File: src/rtl/motion_sequencer_if.sv
// Signal bundle between the motion sequencer and its game-side peers.
// The master drives frame/key/collision inputs; the slave is the sequencer.
interface motion_sequencer_if;
    logic       startOfFrame;
    logic       startKey;
    logic       pauseKey;
    logic       collision;
    logic       bottomHit;
    logic       moveFrame;
    logic       X_direction;
    logic       toggleY;
    logic       moverResetN;
    logic [1:0] lives;
    logic [2:0] state;

    modport master (
        output startOfFrame, startKey, pauseKey, collision, bottomHit,
        input  moveFrame, X_direction, toggleY, moverResetN, lives, state
    );

    modport slave (
        input  startOfFrame, startKey, pauseKey, collision, bottomHit,
        output moveFrame, X_direction, toggleY, moverResetN, lives, state
    );
endinterface

File: src/rtl/motion_sequencer.sv
// Game flow sequencer: serve, run, bounce holdoff, lives and game over.
// Define PAUSE_EN to build the PAUSE state and pauseKey handling.
module motion_sequencer #(
    parameter int LIVES          = 3,
    parameter int LAUNCH_FRAMES  = 30,
    parameter int HOLDOFF_FRAMES = 4
) (
    input  logic                clk,
    input  logic                resetN,
    motion_sequencer_if.slave   bus
);
    typedef enum logic [2:0] {
        IDLE      = 3'd0,
        LAUNCH    = 3'd1,
        RUN       = 3'd2,
        PAUSE     = 3'd3,
        LOST      = 3'd4,
        GAME_OVER = 3'd5
    } state_e;

    localparam logic [7:0] LAUNCH_LAST = 8'(LAUNCH_FRAMES - 1);
    localparam logic [1:0] LIVES_INIT  = 2'(LIVES);
    localparam logic [3:0] HOLD_INIT   = 4'(HOLDOFF_FRAMES);

    state_e     state_q, state_d;
    logic       start_q, coll_q;
    logic [1:0] lives_q, lives_d;
    logic       xdir_q, xdir_d;
    logic       toggle_q, toggle_d;
    logic       mvr_q, mvr_d;
    logic [7:0] cnt_q, cnt_d;
    logic [3:0] hold_q, hold_d;
    logic       start_edge, coll_edge, pause_edge;
    logic       bounce, move_frame;

    assign start_edge = bus.startKey & ~start_q;
    assign coll_edge  = bus.collision & ~coll_q;

`ifdef PAUSE_EN
    logic pause_q;

    assign pause_edge = bus.pauseKey & ~pause_q;

    // Previous pauseKey level for edge detection
    always_ff @(posedge clk or negedge resetN) begin
        if (!resetN) pause_q <= 1'b0;
        else         pause_q <= bus.pauseKey;
    end
`else
    logic unused_pause;

    assign unused_pause = bus.pauseKey;
    assign pause_edge   = 1'b0;
`endif

    // A bounce needs a fresh collision, no holdoff, and nothing of
    // higher priority (bottom hit, pause) in the same cycle.
    assign bounce = (state_q == RUN) & ~bus.bottomHit & ~pause_edge
                  & coll_edge & (hold_q == 4'd0);

    // State register
    always_ff @(posedge clk or negedge resetN) begin
        if (!resetN) state_q <= IDLE;
        else         state_q <= state_d;
    end

    // Next-state logic; unused codes fall back to IDLE
    always_comb begin
        state_d = state_q;
        case (state_q)
            IDLE:      if (start_edge) state_d = LAUNCH;
            LAUNCH: begin
                if (bus.startOfFrame && cnt_q == LAUNCH_LAST)
                    state_d = RUN;
            end
            RUN: begin
                if (bus.bottomHit)
                    state_d = LOST;
`ifdef PAUSE_EN
                else if (pause_edge)
                    state_d = PAUSE;
`endif
            end
`ifdef PAUSE_EN
            PAUSE:     if (pause_edge) state_d = RUN;
`endif
            LOST: begin
                if (lives_q == 2'd1) state_d = GAME_OVER;
                else                 state_d = LAUNCH;
            end
            GAME_OVER: if (start_edge) state_d = IDLE;
            default:   state_d = IDLE;
        endcase
    end

    // Output logic: motion frames pass straight through only in RUN
    always_comb begin
        move_frame = (state_q == RUN) & bus.startOfFrame;
    end

    // Datapath next values: lives, direction, pulses, counters
    always_comb begin
        lives_d  = lives_q;
        xdir_d   = xdir_q;
        cnt_d    = cnt_q;
        hold_d   = hold_q;
        toggle_d = 1'b0;
        mvr_d    = 1'b1;
        if (bus.startOfFrame && hold_q != 4'd0 && state_q != PAUSE)
            hold_d = hold_q - 4'd1;
        case (state_q)
            IDLE: begin
                if (start_edge) begin
                    lives_d = LIVES_INIT;
                    mvr_d   = 1'b0;
                    cnt_d   = 8'd0;
                end
            end
            LAUNCH: begin
                if (bus.startOfFrame) cnt_d = cnt_q + 8'd1;
            end
            RUN: begin
                if (bounce) begin
                    toggle_d = 1'b1;
                    hold_d   = HOLD_INIT;
                end
            end
            LOST: begin
                lives_d = lives_q - 2'd1;
                if (lives_q != 2'd1) begin
                    xdir_d = ~xdir_q;
                    mvr_d  = 1'b0;
                    cnt_d  = 8'd0;
                end
            end
            GAME_OVER: lives_d = 2'd0;
            default: ;
        endcase
    end

    // Datapath registers and input edge-detect history
    always_ff @(posedge clk or negedge resetN) begin
        if (!resetN) begin
            start_q  <= 1'b0;
            coll_q   <= 1'b0;
            lives_q  <= 2'd0;
            xdir_q   <= 1'b1;
            toggle_q <= 1'b0;
            mvr_q    <= 1'b1;
            cnt_q    <= 8'd0;
            hold_q   <= 4'd0;
        end else begin
            start_q  <= bus.startKey;
            coll_q   <= bus.collision;
            lives_q  <= lives_d;
            xdir_q   <= xdir_d;
            toggle_q <= toggle_d;
            mvr_q    <= mvr_d;
            cnt_q    <= cnt_d;
            hold_q   <= hold_d;
        end
    end

    assign bus.moveFrame   = move_frame;
    assign bus.X_direction = xdir_q;
    assign bus.toggleY     = toggle_q;
    assign bus.moverResetN = mvr_q;
    assign bus.lives       = lives_q;
    assign bus.state       = state_q;
endmodule
File: src/flat_wrapper.sv
// flat-port wrapper written by rule: the top's interface ports become plain ports
module motion_sequencer_flat 
#(
    parameter int LIVES          = 3,
    parameter int LAUNCH_FRAMES  = 30,
    parameter int HOLDOFF_FRAMES = 4
)
  (clk, resetN, bus_startOfFrame, bus_startKey, bus_pauseKey, bus_collision, bus_bottomHit, bus_moveFrame, bus_X_direction, bus_toggleY, bus_moverResetN, bus_lives, bus_state);
  motion_sequencer_if bus_i ();
  input  logic clk;
  input  logic resetN;
  input wire logic [$bits(bus_i.startOfFrame)-1:0] bus_startOfFrame;
  input wire logic [$bits(bus_i.startKey)-1:0] bus_startKey;
  input wire logic [$bits(bus_i.pauseKey)-1:0] bus_pauseKey;
  input wire logic [$bits(bus_i.collision)-1:0] bus_collision;
  input wire logic [$bits(bus_i.bottomHit)-1:0] bus_bottomHit;
  output wire logic [$bits(bus_i.moveFrame)-1:0] bus_moveFrame;
  output wire logic [$bits(bus_i.X_direction)-1:0] bus_X_direction;
  output wire logic [$bits(bus_i.toggleY)-1:0] bus_toggleY;
  output wire logic [$bits(bus_i.moverResetN)-1:0] bus_moverResetN;
  output wire logic [$bits(bus_i.lives)-1:0] bus_lives;
  output wire logic [$bits(bus_i.state)-1:0] bus_state;
  assign bus_i.startOfFrame = bus_startOfFrame;
  assign bus_i.startKey = bus_startKey;
  assign bus_i.pauseKey = bus_pauseKey;
  assign bus_i.collision = bus_collision;
  assign bus_i.bottomHit = bus_bottomHit;
  assign bus_moveFrame = bus_i.moveFrame;
  assign bus_X_direction = bus_i.X_direction;
  assign bus_toggleY = bus_i.toggleY;
  assign bus_moverResetN = bus_i.moverResetN;
  assign bus_lives = bus_i.lives;
  assign bus_state = bus_i.state;
  motion_sequencer #(.LIVES(LIVES), .LAUNCH_FRAMES(LAUNCH_FRAMES), .HOLDOFF_FRAMES(HOLDOFF_FRAMES)) u_core (.clk(clk), .resetN(resetN), .bus(bus_i));
endmodule
File: config.mk
export PLATFORM = sky130hd
export DESIGN_NAME = motion_sequencer_flat
export DESIGN_NICKNAME = d
export VERILOG_FILES = /design/src/rtl/motion_sequencer_if.sv /design/src/rtl/motion_sequencer.sv /design/src/flat_wrapper.sv
export SDC_FILE = /design/constraint.sdc
export NUM_CORES = 1
export LEC_CHECK = 0
export CORE_UTILIZATION = 55
export DETAILED_ROUTE_END_ITERATION = 8
export PLACE_DENSITY = 0.8
export SYNTH_ARGS = -nofsm -noshare
export SYNTH_HDL_FRONTEND = slang
export SYNTH_SLANG_ARGS = --single-unit
File: constraint.sdc
create_clock -name clk -period 3.85 [get_ports clk]
set_input_delay 1.155 -clock clk [delete_from_list [all_inputs] [get_ports clk]]
set_output_delay 1.155 -clock clk [all_outputs]
set_load 0.02 [all_outputs]
## After elaboration in Yosys (flattened, before gate mapping)

Index checks and enable logic that the tools add are counted.

| word-level totals | value |
|---|---|
| bits of input ports | 7 |
| output and inout bits | 9 |
| bits in registers | 22 |

| operators by class | value |
|---|---|
| equality and inequality tests | 14 |
| bitwise logic cells | 10 |
| add/sub/neg operators | 3 |
| mux-type cells | 20 |
| reductions and logical operators | 12 |

Operator list:

| operator | number |
|---|---|
| $mux 8 | 3 |
| $pmux 8 s3 | 1 |
| $mux 3 | 5 |
| $pmux 3 s5 | 1 |
| $mux 4 | 3 |
| $ne 2x1->1 const B | 5 |
| $add 8x1->8 const B | 1 |
| $eq 8x5->1 const B | 1 |
| $reduce_and 4->1 | 2 |
| $and 1x1->1 | 6 |
| $eq 3x3->1 const B | 2 |
| $pmux 2 s3 | 1 |
| $reduce_bool 3->1 | 2 |
| $logic_not 4->1 | 1 |
| $mux 1 | 4 |
| $ne 2x2->1 const B | 2 |
| $not 1->1 | 4 |
| $reduce_and 2->1 | 2 |
| $reduce_bool 4->1 | 1 |
| $sub 4x1->4 const B | 1 |
| $eq 3x1->1 const B | 1 |
| $eq 3x2->1 const B | 1 |
| $logic_and 1x1->1 | 3 |
| $logic_not 3->1 | 1 |
| 5 further kinds | 5 |

## Logic depth before layout (Yosys ltp)

| depth | value |
|---|---|
| depth in word-level cells | 6 |
| gate-level depth with buffers | 7 |
| depth with buffers taken out | 7 |

## Worst setup path before layout

OpenSTA, ideal clock, no wires.

| timing | value |
|---|---|
| kind | in2out |
| from | input port bus_startOfFrame |
| to | output port bus_moveFrame |
| stages | 1 |
| data required time | 2.695 ns |
| path slack | 1.330 ns |
| arrival time | 1.365 ns |
| cells stage by stage | and2_1 |

| on the way | value |
|---|---|
| cells in the longest elaborated chain, start to end | 1 |

RTL lines:

| item | line | source |
|---|---|---|
| from (decl) | flat_wrapper.sv:12 | `input wire logic [$bits(bus_i.startOfFrame)-1:0] bus_startOfFrame;` |
| $and 1x1->1 | motion_sequencer.sv:98 | `move_frame = (state_q == RUN) & bus.startOfFrame;` |
| to (decl) | flat_wrapper.sv:17 | `output wire logic [$bits(bus_i.moveFrame)-1:0] bus_moveFrame;` |

Every way passes these cells.

## Final worst setup path

Ends and elaborated chain as after synthesis.

==> results by group <==
Critical path
  • CP startpoint: bus_startOfFrame
  • Critical path's slowest cell: clkdlybuf4s50_1
  • RR Startpoint: u_core.bus.lives[0]$_DFFE_PN0P_
  • Worst endpoint required time: roughly 2.7 ns
  • CP Class: in2out
  • CP max stage delay: about 0.60 ns
  • R2R setup slack: roughly 2.1 ns
  • Arrival time worst endpoint: approximately 2.4 ns
  • Worst R2R Path Depth: 5
  • Worst setup SP type: primary input
  • Critical path peak fanout: 2
  • Most used cell, CP: clkdlybuf4s50_1
  • Crit end category: primary output
  • CP cell instances: clkdlybuf4s50_1 -> and2_1 -> clkdlybuf4s50_1

Logic synthesis
  • Syn_nets: approximately 140
  • Distinct cells, synth: 38
  • Yosys warns: 0
  • Syn avg cell area: between 9 and 10 µm²
  • Yosys reg bits: 22
  • Synthesized area: approximately 1200 µm²
  • Post-Synth Adder-Cell Area: 0.0418
  • Synth Area in XOR/XNOR: 0.0146
  • Sequential fraction of the synthesis area: 0.462
  • Cells after Synth: between 100 and 150
  • Largest family of logic cells by synthesized area: simple AND/OR/NAND/NOR gates
  • Synth Area in Simple Gates: 0.259
  • Post-synthesis mux area share: 0.0251
  • Compound-Gate Fraction of Synth Area: 0.144

Routing
  • Post-route DRC: 0
  • Via Count: ~960
  • Antenna Violating Nets Remaining: 0
  • DR pass1 iterations: 4
  • DR WL/cell: approximately 14 µm
  • DRT iter0 DRCs: 8
  • Drt total wl: between 2000 and 2500 µm
  • Vias per inst: 5.80

Layout
  • Nets@finish: around 150
  • Sequential Area: approximately 550 µm²
  • Layout cell share with drive strength beyond 1: 0.0791
  • Core Util, Final: 0.689
  • P&R area growth vs syn: 15.2%
  • Antenna Cells: 0
  • Filler cells: around 180
  • Multi-input gate area: 581 µm²

CTS
  • Total CTS buffers: 3
  • Post-CTS Hold Fix Bufs: 0
  • CTS H-tree depth: 1
  • Clock latency on the worst-skew pair: 0.30 ns
  • Root Driver: clkbuf_4
  • Clk sinks: 22
  • CTS tree: built
  • Reg clk slew, reported paths: between 0.1 and 0.15 ns
  • Clock Path Buffers: 2
  • Setup bufs post-CTS: 0
  • Post-cts gate resize count: 0

Floorplanning
  • Total core area: around 2000 µm²
  • Die height: 48.7 µm
  • DIE AREA: around 2400 µm²
  • Initial Util: 0.598
  • Die Wd: between 40 and 50 µm
  • # rows: 16
  • I/O pin cnt: 16

STA
  • Max transition margin: 0.352
  • Layout Skew: between 0.008 and 0.009 ns
  • Setup TNS Final: 0 ns
  • RSZ-0062 raised after global routing: false
  • Final setup viols: 0
  • Post-route minimum period: about 3.5 ns
  • Worst Max-Slew Pin Slew: ~0.97 ns
  • Final hold violations: 0
  • Final worst-path cycle share: 0.909
  • Slew Limit Fails: 0
  • Achievable Freq: roughly 290 MHz
  • Hold WS: between 0.5 and 0.6 ns

Placed design
  • DP HPWL: about 1600 µm
  • RD Place Congestion: 0.725
  • IO buf count: 14

Global routing
  • Antenna violations before repair: 0
  • First-pass GRT wire length: 3870 µm
  • Vias in the first global route: about 910
  • Pin count of the biggest net entering global routing: 23
  • Congestion Overflow GR: 0
  • Global Route Usage Sum: 0.214

Pwr
  • Max VDD drop: approximately 0.00042 V
  • P_leak: 0.000587 µW
  • Pwr Density: between 500 and 600 nW/µm²

Run status
  • Status: finished, final reports clean

Min path
  • Hold Crit Class: reg2reg
  • Worst hold stages: 1
  • Hold path startpoint: u_core.hold_q[0]$_DFF_PN0_

Job
  • Max Cap Viol: 0
## stage by stage
step | setup slack, ns | std cells | cell area (µm²) | power [µW]
final | 0.349 | 166 | 1380 | 703
after global routing | 0.311 | 166 | 1380 | 758
after CTS | 0.341 | 166 | 1380 | 711
after detailed placement | 0.352 | 163 | 1360 | 607
after global placement | 0.361 | 163 | 1360 | 590
after floorplan | 1.33 | 124 | 1200 | 525
## critical path: cells and delay by family
family        cells  cell delay (ns)
simple gates      1             0.12
buf+inv           2             1.07
## worst paths after layout
path	end
worst max-delay path	bus_moveFrame
max in group asynchronous	u_core.bus.toggleY$_DFF_PN0_
min in group asynchronous	u_core.cnt_q[2]$_DFFE_PN0P_
worst min-delay path	u_core.hold_q[0]$_DFF_PN0_
worst max register to register	u_core.cnt_q[5]$_DFFE_PN0P_
worst min register to register	u_core.hold_q[0]$_DFF_PN0_
## area by class of cell
class	instances	area share
Inverter	9	0.0245
Timing Repair Buffer	16	0.113
Tap cell	27	0.0245
Multi-Input combinational cell	89	0.421
Clock buffer	3	0.0163
Sequential cell	22	0.401
## cells in the mapped netlist, drive strengths merged
master,count,area [µm²]
a211oi,1,7.51
a21oi,7,35.0
a31o,1,8.76
a31oi,2,12.5
a32o,1,10.0
a41oi,1,8.76
and2,2,12.5
and2b,1,7.51
and3,1,6.26
buf,3,26.3
clkbuf,1,3.75
dfrtp,20,500
dfstp,2,52.6
ha,4,50.1
inv,9,33.8
mux2i,3,30.0
nand2,12,45.0
nand2b,4,25.0
nand3,5,25.0
nand3b,4,30.0
nand4,1,6.26
nor2,6,22.5
nor2b,3,26.3
nor3,2,15.0
nor3b,4,30.0
nor4,3,18.8
nor4b,2,17.5
o21a,2,15.0
o21ai,7,35.0
o21bai,1,11.3
o22ai,1,6.26
o31ai,3,22.5
or4,3,22.5
xor2,2,17.5
## cells in the final DEF, fill, tap and decap left out, drive strengths merged, types with 5 or more instances in the layout
master,instances
a21oi,7
dfrtp,20
nor2,6
nand3,5
clkdlybuf4s50,14
inv,9
o21ai,7
nand2,12
## registers in the layout, summed over array words and instances, names as in the netlist
signal and count:
u_core.cnt_q 8, u_core.hold_q 4, u_core.bus.state 3, u_core.bus.lives 2, u_core.bus.X_direction 1, u_core.bus.moverResetN 1, u_core.bus.toggleY 1, u_core.coll_q 1
u_core.start_q 1
## kinds of logic (layout without fill, tap and decap cells)
kind of cell	Yosys count	after routing
mux	3	3
fa+ha+maj	4	4
flops	22	22
buf+inv	13	28
compound gates	27	27
simple gates	53	53
xor+xnor	2	2
## layer usage
metal  wire (µm)  up-vias  track usage
li1            -      476            -
met1        1080      470        0.261
met2        1100       13        0.366
met3          54        4       0.0377
met4          29        0        0.103
met5           0        -            0
## report_power, final
part           switching (µW)  internal (µW)  leakage [µW]  total (µW)
Sequential               70.8            297      0.000272         367
Clock                    65.1           36.5     0.0000138         102
Combinational             123            111      0.000302         234
No activity file was read; power rests on OpenSTA's default activity.
